$ cat src/rtl/imm_ext_pkg.sv
// Shared constants for the pipelined immediate generator: format codes,
// instruction field positions and the MOV* halfword shift unit.
package imm_ext_pkg;

    localparam logic [2:0] IMM_I    = 3'd0;
    localparam logic [2:0] IMM_D    = 3'd1;
    localparam logic [2:0] IMM_CBZ  = 3'd2;
    localparam logic [2:0] IMM_B    = 3'd3;
    localparam logic [2:0] IMM_MOVZ = 3'd4;
    localparam logic [2:0] IMM_MOVK = 3'd5;
    localparam logic [2:0] IMM_MOVN = 3'd6;
    localparam logic [2:0] IMM_RSVD = 3'd7;

    localparam int I_MSB   = 21;
    localparam int I_LSB   = 10;
    localparam int D_MSB   = 20;
    localparam int D_LSB   = 12;
    localparam int CB_MSB  = 23;
    localparam int CB_LSB  = 5;
    localparam int B_MSB   = 25;
    localparam int B_LSB   = 0;
    localparam int F16_MSB = 20;
    localparam int F16_LSB = 5;
    localparam int HW_MSB  = 22;
    localparam int HW_LSB  = 21;
    localparam int HW_UNIT = 16;

    typedef struct packed {
        logic [25:0] imm;
        logic [5:0]  sh;
        logic [2:0]  ctrl;
        logic        illegal;
    } s1_t;

    function automatic logic is_mov(input logic [2:0] c);
        return (c == IMM_MOVZ) || (c == IMM_MOVK) || (c == IMM_MOVN);
    endfunction

    function automatic logic [5:0] hw_shift(input logic [1:0] hw);
        return 6'(32'(hw) * HW_UNIT);
    endfunction

endpackage

$ cat src/rtl/imm_ext_core.sv
// Combinational format extension / MOVK merge, evaluated in stage 2.
// Illegal entries are forced to zero here so the output register needs no mux.
module imm_ext_core
    import imm_ext_pkg::*;
#(
    parameter int DATA_W       = 64,
    parameter int SCALE_BRANCH = 1
) (
    input  logic [25:0]       imm26,
    input  logic [5:0]        sh,
    input  logic [2:0]        ctrl,
    input  logic              illegal,
    input  logic [DATA_W-1:0] merge_val,
    output logic [DATA_W-1:0] imm
);

    localparam int D_W  = D_MSB - D_LSB + 1;
    localparam int CB_W = CB_MSB - CB_LSB + 1;
    localparam int B_W  = B_MSB - B_LSB + 1;

    logic [DATA_W-1:0] field, movz, kmask, br, res;

    always_comb begin
        field = DATA_W'(imm26[F16_MSB:F16_LSB]);
        movz  = field << sh;
        kmask = DATA_W'(16'hFFFF) << sh;
        if (ctrl == IMM_CBZ)
            br = {{(DATA_W-CB_W){imm26[CB_MSB]}}, imm26[CB_MSB:CB_LSB]};
        else
            br = {{(DATA_W-B_W){imm26[B_MSB]}}, imm26[B_MSB:B_LSB]};
        // Scaling after extension; bits shifted past DATA_W are simply lost.
        if (SCALE_BRANCH != 0)
            br = br << 2;

        res = '0;
        case (ctrl)
            IMM_I:         res = DATA_W'(imm26[I_MSB:I_LSB]);
            IMM_D:         res = {{(DATA_W-D_W){imm26[D_MSB]}}, imm26[D_MSB:D_LSB]};
            IMM_CBZ,
            IMM_B:         res = br;
            IMM_MOVZ:      res = movz;
            IMM_MOVN:      res = ~movz;
            IMM_MOVK:      res = (merge_val & ~kmask) | movz;
            default:       res = '0;
        endcase
        if (illegal)
            res = '0;
    end

    assign imm = res;

endmodule

$ cat src/rtl/imm_extend_pipe.sv
// Two-stage valid/ready immediate generator with flush.
// IMM_EXTEND_MOVK_EN enables MOVK and the stage-1 merge_val register.
module imm_extend_pipe
    import imm_ext_pkg::*;
#(
    parameter int DATA_W       = 64,
    parameter int SCALE_BRANCH = 1
) (
    input  logic              CLK,
    input  logic              Reset,
    input  logic              flush,
    input  logic              in_valid,
    output logic              in_ready,
    input  logic [25:0]       imm26,
    input  logic [2:0]        ctrl,
    input  logic [DATA_W-1:0] merge_val,
    output logic              out_valid,
    input  logic              out_ready,
    output logic [DATA_W-1:0] bus_imm,
    output logic [2:0]        out_ctrl,
    output logic              illegal
);

    logic [2:1]        vld_pipe;
    s1_t               s1_d, s1_q;
    logic [DATA_W-1:0] core_merge, core_imm;
    logic [1:0]        hw;
    logic              s2_take, acc, adv, dec_illegal;

    assign out_valid = vld_pipe[2];
    assign s2_take   = !vld_pipe[2] || out_ready;
    assign in_ready  = !vld_pipe[1] || s2_take;
    assign acc       = in_valid && in_ready;
    assign adv       = vld_pipe[1] && s2_take;
    assign hw        = imm26[HW_MSB:HW_LSB];

    always_comb begin
        dec_illegal = (ctrl == IMM_RSVD) || ((DATA_W == 32) && is_mov(ctrl) && hw[1]);
`ifndef IMM_EXTEND_MOVK_EN
        dec_illegal = dec_illegal || (ctrl == IMM_MOVK);
`endif
        s1_d = '{imm: imm26, sh: hw_shift(hw), ctrl: ctrl, illegal: dec_illegal};
    end

    // Flush only kills valids; payload registers keep their last contents.
    always_ff @(posedge CLK) begin
        if (Reset) begin
            vld_pipe <= '0;
            s1_q     <= '0;
            bus_imm  <= '0;
            out_ctrl <= '0;
            illegal  <= 1'b0;
        end else if (flush) begin
            vld_pipe <= '0;
        end else begin
            if (s2_take)
                vld_pipe[2] <= vld_pipe[1];
            if (in_ready)
                vld_pipe[1] <= in_valid;
            if (acc)
                s1_q <= s1_d;
            if (adv) begin
                bus_imm  <= core_imm;
                out_ctrl <= s1_q.ctrl;
                illegal  <= s1_q.illegal;
            end
        end
    end

`ifdef IMM_EXTEND_MOVK_EN
    logic [DATA_W-1:0] s1_merge;

    always_ff @(posedge CLK) begin
        if (Reset)
            s1_merge <= '0;
        else if (!flush && acc)
            s1_merge <= merge_val;
    end

    assign core_merge = s1_merge;
`else
    logic unused_merge;

    assign unused_merge = ^merge_val;
    assign core_merge   = '0;
`endif

    imm_ext_core #(
        .DATA_W       (DATA_W),
        .SCALE_BRANCH (SCALE_BRANCH)
    ) u_core (
        .imm26     (s1_q.imm),
        .sh        (s1_q.sh),
        .ctrl      (s1_q.ctrl),
        .illegal   (s1_q.illegal),
        .merge_val (core_merge),
        .imm       (core_imm)
    );

endmodule

$ cat config.mk
export PLATFORM = sky130hd
export DESIGN_NAME = imm_extend_pipe
export DESIGN_NICKNAME = d
export VERILOG_FILES = /design/src/rtl/imm_ext_pkg.sv /design/src/rtl/imm_ext_core.sv /design/src/rtl/imm_extend_pipe.sv
export SDC_FILE = /design/constraint.sdc
export NUM_CORES = 1
export LEC_CHECK = 0
export ABC_AREA = 1
export BUFFER_PORTS_ARGS = -buffer_cell sky130_fd_sc_hd__buf_2
export CAP_MARGIN = 20
export CORE_UTILIZATION = 40
export CTS_CLUSTER_DIAMETER = 120
export CTS_CLUSTER_SIZE = 40
export DETAILED_ROUTE_END_ITERATION = 7
export SYNTH_ARGS = -nofsm -noshare
export SYNTH_HDL_FRONTEND = slang
export SYNTH_SLANG_ARGS = --single-unit
$ cat constraint.sdc
create_clock -name CLK -period 2.4 [get_ports CLK]
set_input_delay 0.12 -clock CLK [delete_from_list [all_inputs] [get_ports CLK]]
set_output_delay 0.12 -clock CLK [all_outputs]
set_load 0.02 [all_outputs]
Word-level counts from Yosys, hierarchy flattened
Index checks and enable logic that the tools add are counted.

Output and inout port bits: 70. Input port bits: 98. Word-level logic and storage cells: 36. Flip-flop bits (word level): 102.

Reduce and logical (&&, ||, !) cells: 13. Bitwise gates (word level): 2. Shifts and indexed selects: 1. Multiplexer cells: 3. Eq/ne operators: 8.

Operators by type and width (number): 64-bit case mux with 5 select lines (1); 64-bit 2-to-1 mux (1); 64-bit NOT (1); 16-bit by 6-bit << shifter with 64-bit output (1); 62-bit 2-to-1 mux (1); 3-bit == test (second input constant) (5); 3-bit by 2-bit == test with 1-bit output (second input constant) (2); 2-bit OR reduction (3); 2-bit AND reduction (2); 3-bit by 1-bit == test with 1-bit output (second input constant) (1); 3-bit logical NOT (1); 1-bit logical OR (3); 1-bit logical AND (2); 1-bit logical NOT (2); 1-bit NOT (1).

Logic depth before layout (Yosys ltp)
Depth after elaboration: 5. Depth in mapped cells: 10. Depth with buffers taken out: 8.

Modules after synthesis
A second synthesis with hierarchy kept.

Cells, all modules: 1512. Area total of the unflattened synthesis: 8784.7 um2.

By module, submodules not included: imm_ext_core (times used 1, area each 4961.0 um2, cells an instance 1027, sequential area each 0.0 um2); imm_extend_pipe (times used 1, area each 3823.7 um2, cells an instance 485, sequential area each 2001.9 um2).

Worst setup path before layout
No wires, ideal clock.

Kind: register to register. Start point: register vld_pipe[2] (netlist bit). End point: register s1_q[32] (netlist bit). Path buffers: 2. Period minus slack after synthesis: 1512 ps. Arrival time: 1380 ps. Setup time: 133 ps. Slack: 888 ps. Required time: 2267 ps. Stages on the path, launching flop included: 6. Cells stage by stage: dfxtp_1 -> nand3_1 -> nand2_1 -> buf_2 -> clkbuf_1 -> a21oi_1.

Cells in the longest elaborated chain, start to end: 5.

Ends and longest elaborated chain: start: declaration (RTL line imm_extend_pipe.sv:24) `logic [2:1] vld_pipe;`; 1-bit logical NOT (RTL line imm_extend_pipe.sv:31) `assign s2_take = !vld_pipe[2] || out_ready;`; 1-bit logical OR (RTL line imm_extend_pipe.sv:31); 1-bit logical OR (RTL line imm_extend_pipe.sv:32) `assign in_ready = !vld_pipe[1] || s2_take;`; via in_ready (RTL line imm_extend_pipe.sv:13) `output logic in_ready,`; 1-bit logical AND (RTL line imm_extend_pipe.sv:33) `assign acc = in_valid && in_ready;`; 2-bit AND reduction (no line); end signal: assignment (RTL line imm_extend_pipe.sv:49) `s1_q <= '0;`; end signal: assignment (RTL line imm_extend_pipe.sv:61) `s1_q <= s1_d;`; end: declaration (RTL line imm_extend_pipe.sv:25) `s1_t s1_d, s1_q;`.

The timed path passes the listed nets, and every way through them passes these cells. A chain may end at the register's enable or synchronous reset.

Final worst setup path
Start point: register s1_q[2] (netlist bit). End point: register bus_imm[19].

Cells in the longest elaborated chain, start to end: 4. Elaborated cells on any way between the ends: 12. Classes of those cells: 6 x eq/ne; 3 x mux; 3 x reduce/logical.

Ends and longest elaborated chain: 3-bit by 2-bit == test with 1-bit output (tied with other cells) (RTL line imm_ext_core.sv:27, imm_ext_core.sv:36); 62-bit 2-to-1 mux (tied with other cells) (RTL line imm_ext_core.sv:27) `if (ctrl == IMM_CBZ)`; 64-bit case mux with 5 select lines * (RTL line imm_ext_core.sv:36) `case (ctrl)`; 64-bit 2-to-1 mux * (RTL line imm_ext_core.sv:46) `if (illegal)`; end signal: assignment (RTL line imm_extend_pipe.sv:63) `bus_imm <= core_imm;`; end: declaration (RTL line imm_extend_pipe.sv:19) `output logic [DATA_W-1:0] bus_imm,`.

Every way passes the cells marked *; elsewhere a longest branch is shown, timed or not.

==> flow_metrics.env <==
export IMPL_clock_path_buffers=2
export IMPL_cts_made_buffers=9
export IMPL_clk_pin_slew_ns=0.07
export IMPL_start_kind="register"
export IMPL_final_util_pct=46.95
export IMPL_drv_cap=0
export IMPL_viasPerCell=5.208
export IMPL_drt_iter0_drc=497
export IMPL_grt_setup_unrepaired="false"
export IMPL_ys_seq_area_share_pct=33.98
export IMPL_power_density_mw_per_mm2=595.9
export IMPL_ctsRootBufferMaster="clkbuf_16"
export IMPL_dr_pass1_iters=7
export IMPL_yosys_warnings=0
export IMPL_async_flop_share_pct=0
export IMPL_grt_pass1_wl_um=27630
export IMPL_final_common_cell="nand2_1"
export IMPL_cp_slowest_cell="dfxtp_1"
export IMPL_cts_hold_buf=0
export IMPL_grt_overflow=0
export IMPL_gp_congestion=0.9015
export IMPL_setup_viol=0
export IMPL_clock_latency_ns=0.36
export IMPL_tightest_slew_ns=0.7909
export IMPL_synth_area_mm2=0.005892
export IMPL_syn_num_nets=1036
export IMPL_min_path_type="in2reg"
export IMPL_min_period_ns=2.153
export IMPL_critPathRequiredTime_ns=2.69
export IMPL_cellLeakagePower_nw=3.187
export IMPL_synth_top_area_share_pct=33.98
export IMPL_clock_skew_ns=0.01110
export IMPL_crit_chain="buf_4, nand3_4, o21ai_0, o21ai_1, a21oi_1"
export IMPL_slew_headroom_pct=47.20
export IMPL_status="completed"
export IMPL_grt_pass1_vias=5296
export IMPL_cts_tree="done"
export IMPL_drcViolationCount=0
export IMPL_antenna_found_initial=0
export IMPL_fin_tns_setup_ns=0
export IMPL_synth_ff_type="dfxtp_1"
export IMPL_grt_use_total_pct=23.69
export IMPL_die_height_um=123.4
export IMPL_initial_utilization_pct=41.64
export IMPL_drtAntennaViolNets=0
export IMPL_cts_resized=0
export IMPL_portBuffers=103
export IMPL_core_area_mm2=0.01415
export IMPL_syn2layout_area_growth_pct=12.76
export IMPL_cts_setup_buffers=0
export IMPL_synth_largest_area_cell="dfxtp_1"
export IMPL_cp_end_kind="register"
export IMPL_die_width_um=123.4
export IMPL_final_layout_size_suffix_gt1_share_pct=15.76
export IMPL_period_share_pct=89.69
export IMPL_max_stage_delay_ns=0.68
export IMPL_cp_max_fo=42
export IMPL_drt_wl_total_um=17320
export IMPL_final_cell_mix="nand2_1 (226), nand3_1 (139), nor2_1 (116)"
export IMPL_timing_fmax_ghz=0.4645
export IMPL_n_antenna_cell=0
export IMPL_worstPathArrival_ns=2.44
export IMPL_cts_sinks=100
export IMPL_critPathKind="reg2reg"
export IMPL_nNetsFinal=1084
export IMPL_yosys_cell_types_count=29
export IMPL_grt_start_max_net_pins=69
export IMPL_num_rows=43
export IMPL_hold_violations=0
export IMPL_synth_area_leaders="dfxtp_1 (34%), nand2_1 (14%), nand3_1 (12%)"
export IMPL_synthesis_instances=938
export IMPL_maxSlewViolCount=0
export IMPL_design_power_total_mw=3.959
export IMPL_htree_levels=3
export IMPL_synth_edf_count=0
export IMPL_yosys_register_bits=100
export IMPL_irDropWorstVdd_mv=0.3965
export IMPL_dpl_hpwl_um=11370
export IMPL_wl_per_cell_um=14.80
export IMPL_dieArea_mm2=0.01522
export IMPL_fillers=1543
export IMPL_dr_total_vias=6093
export IMPL_postSynthAreaPerCell_um2=6.281
export IMPL_ios=168
-- worst max-delay path, delay by kind of cell (launching register included) --
family | cells | cell delay, ns
flip-flops | 1 | 0.68
buffers and inverters | 1 | 0.28
AND/OR/NAND/NOR | 1 | 0.42
AO/OA/AOI/OAI | 3 | 0.69
-- cell families (layout without fill, tap and decap cells) --
logic type	count (synthesis)	in the layout	share of synthesized area, %
and+or+nand+nor	502	502	36.70
AOI/OAI and AO/OA	194	194	17.22
buffers and inverters	142	194	12.10
DFF	100	100	33.98
-- layer usage --
metal | GRT usage, % | vias to the layer above | wire length (um)
li1 | - | 3145 | -
met1 | 32.58 | 2725 | 7870
met2 | 37.08 | 196 | 8034
met3 | 3.644 | 27 | 1069
met4 | 9.036 | 0 | 347
met5 | 0 | - | 0
-- area by class of cell --
cell class | count | area (um2) | area share [%]
inverter | 58 | 222.7 | 3.352
timing repair buffer | 121 | 675.6 | 10.17
clock buffer | 9 | 225.2 | 3.390
clock inverter | 6 | 113.9 | 1.714
sequential | 100 | 2002 | 30.13
multi-input combinational | 696 | 3179 | 47.85
tap | 180 | 225.2 | 3.390
-- per-stage QoR --
stage | hold WS (ns) | area [um2] | std cells | setup slack (ns)
after floorplan | 0.2637 | 5892 | 938 | 0.8875
after global placement | 0.3824 | 6305 | 1155 | 0.2935
after detailed placement | 0.3865 | 6305 | 1155 | 0.2928
after CTS | 0.006622 | 6644 | 1170 | 0.2603
after global routing | 0.04024 | 6644 | 1170 | 0.03670
final | 0.01637 | 6644 | 1170 | 0.2473
-- path summary, 6_finish.rpt --
path | cells after the start | slack (ns) | start | to
worst max-delay path | 5 | 0.25 | s1_q[2]$_SDFFE_PP0P_ | bus_imm[19]$_SDFFE_PP0P_
worst max register to register | 5 | 0.25 | s1_q[2]$_SDFFE_PP0P_ | bus_imm[19]$_SDFFE_PP0P_
worst min-delay path | 3 | 0.02 | in_valid | vld_pipe[1]$_SDFFE_PP0N_
worst min register to register | 2 | 0.46 | bus_imm[49]$_SDFFE_PP0P_ | bus_imm[49]$_SDFFE_PP0P_
-- power by group --
part	internal [mW]	switching, mW	total (mW)
logic	0.161	0.352	0.513
registers	1.70	0.0805	1.78
clock network	1.01	0.648	1.66
total	2.88	1.08	3.96
-- sequential cells by signal, indices dropped and copies added, names as in the netlist --
name      cells
illegal       1
s1_q         30
vld_pipe      2
out_ctrl      3
bus_imm      64
-- synth_stat cells (2+ instances only) --
| cell type | number |
|---|---|
| nand2_4 | 2 |
| nand3_4 | 2 |
| inv_2 | 2 |
| nor2_1 | 116 |
| dfxtp_1 | 100 |
| buf_6 | 13 |
| nand4_1 | 4 |
| nand2_1 | 227 |
| clkbuf_1 | 30 |
| o21bai_1 | 16 |
| o21ai_0 | 60 |
| buf_4 | 7 |
| nor2_2 | 4 |
| nand3_1 | 139 |
| a21oi_1 | 111 |
| o21ai_1 | 6 |
| nand2_2 | 3 |
| buf_2 | 32 |
| inv_1 | 53 |
| clkinv_1 | 2 |
Power figures use the tool's default switching activity.
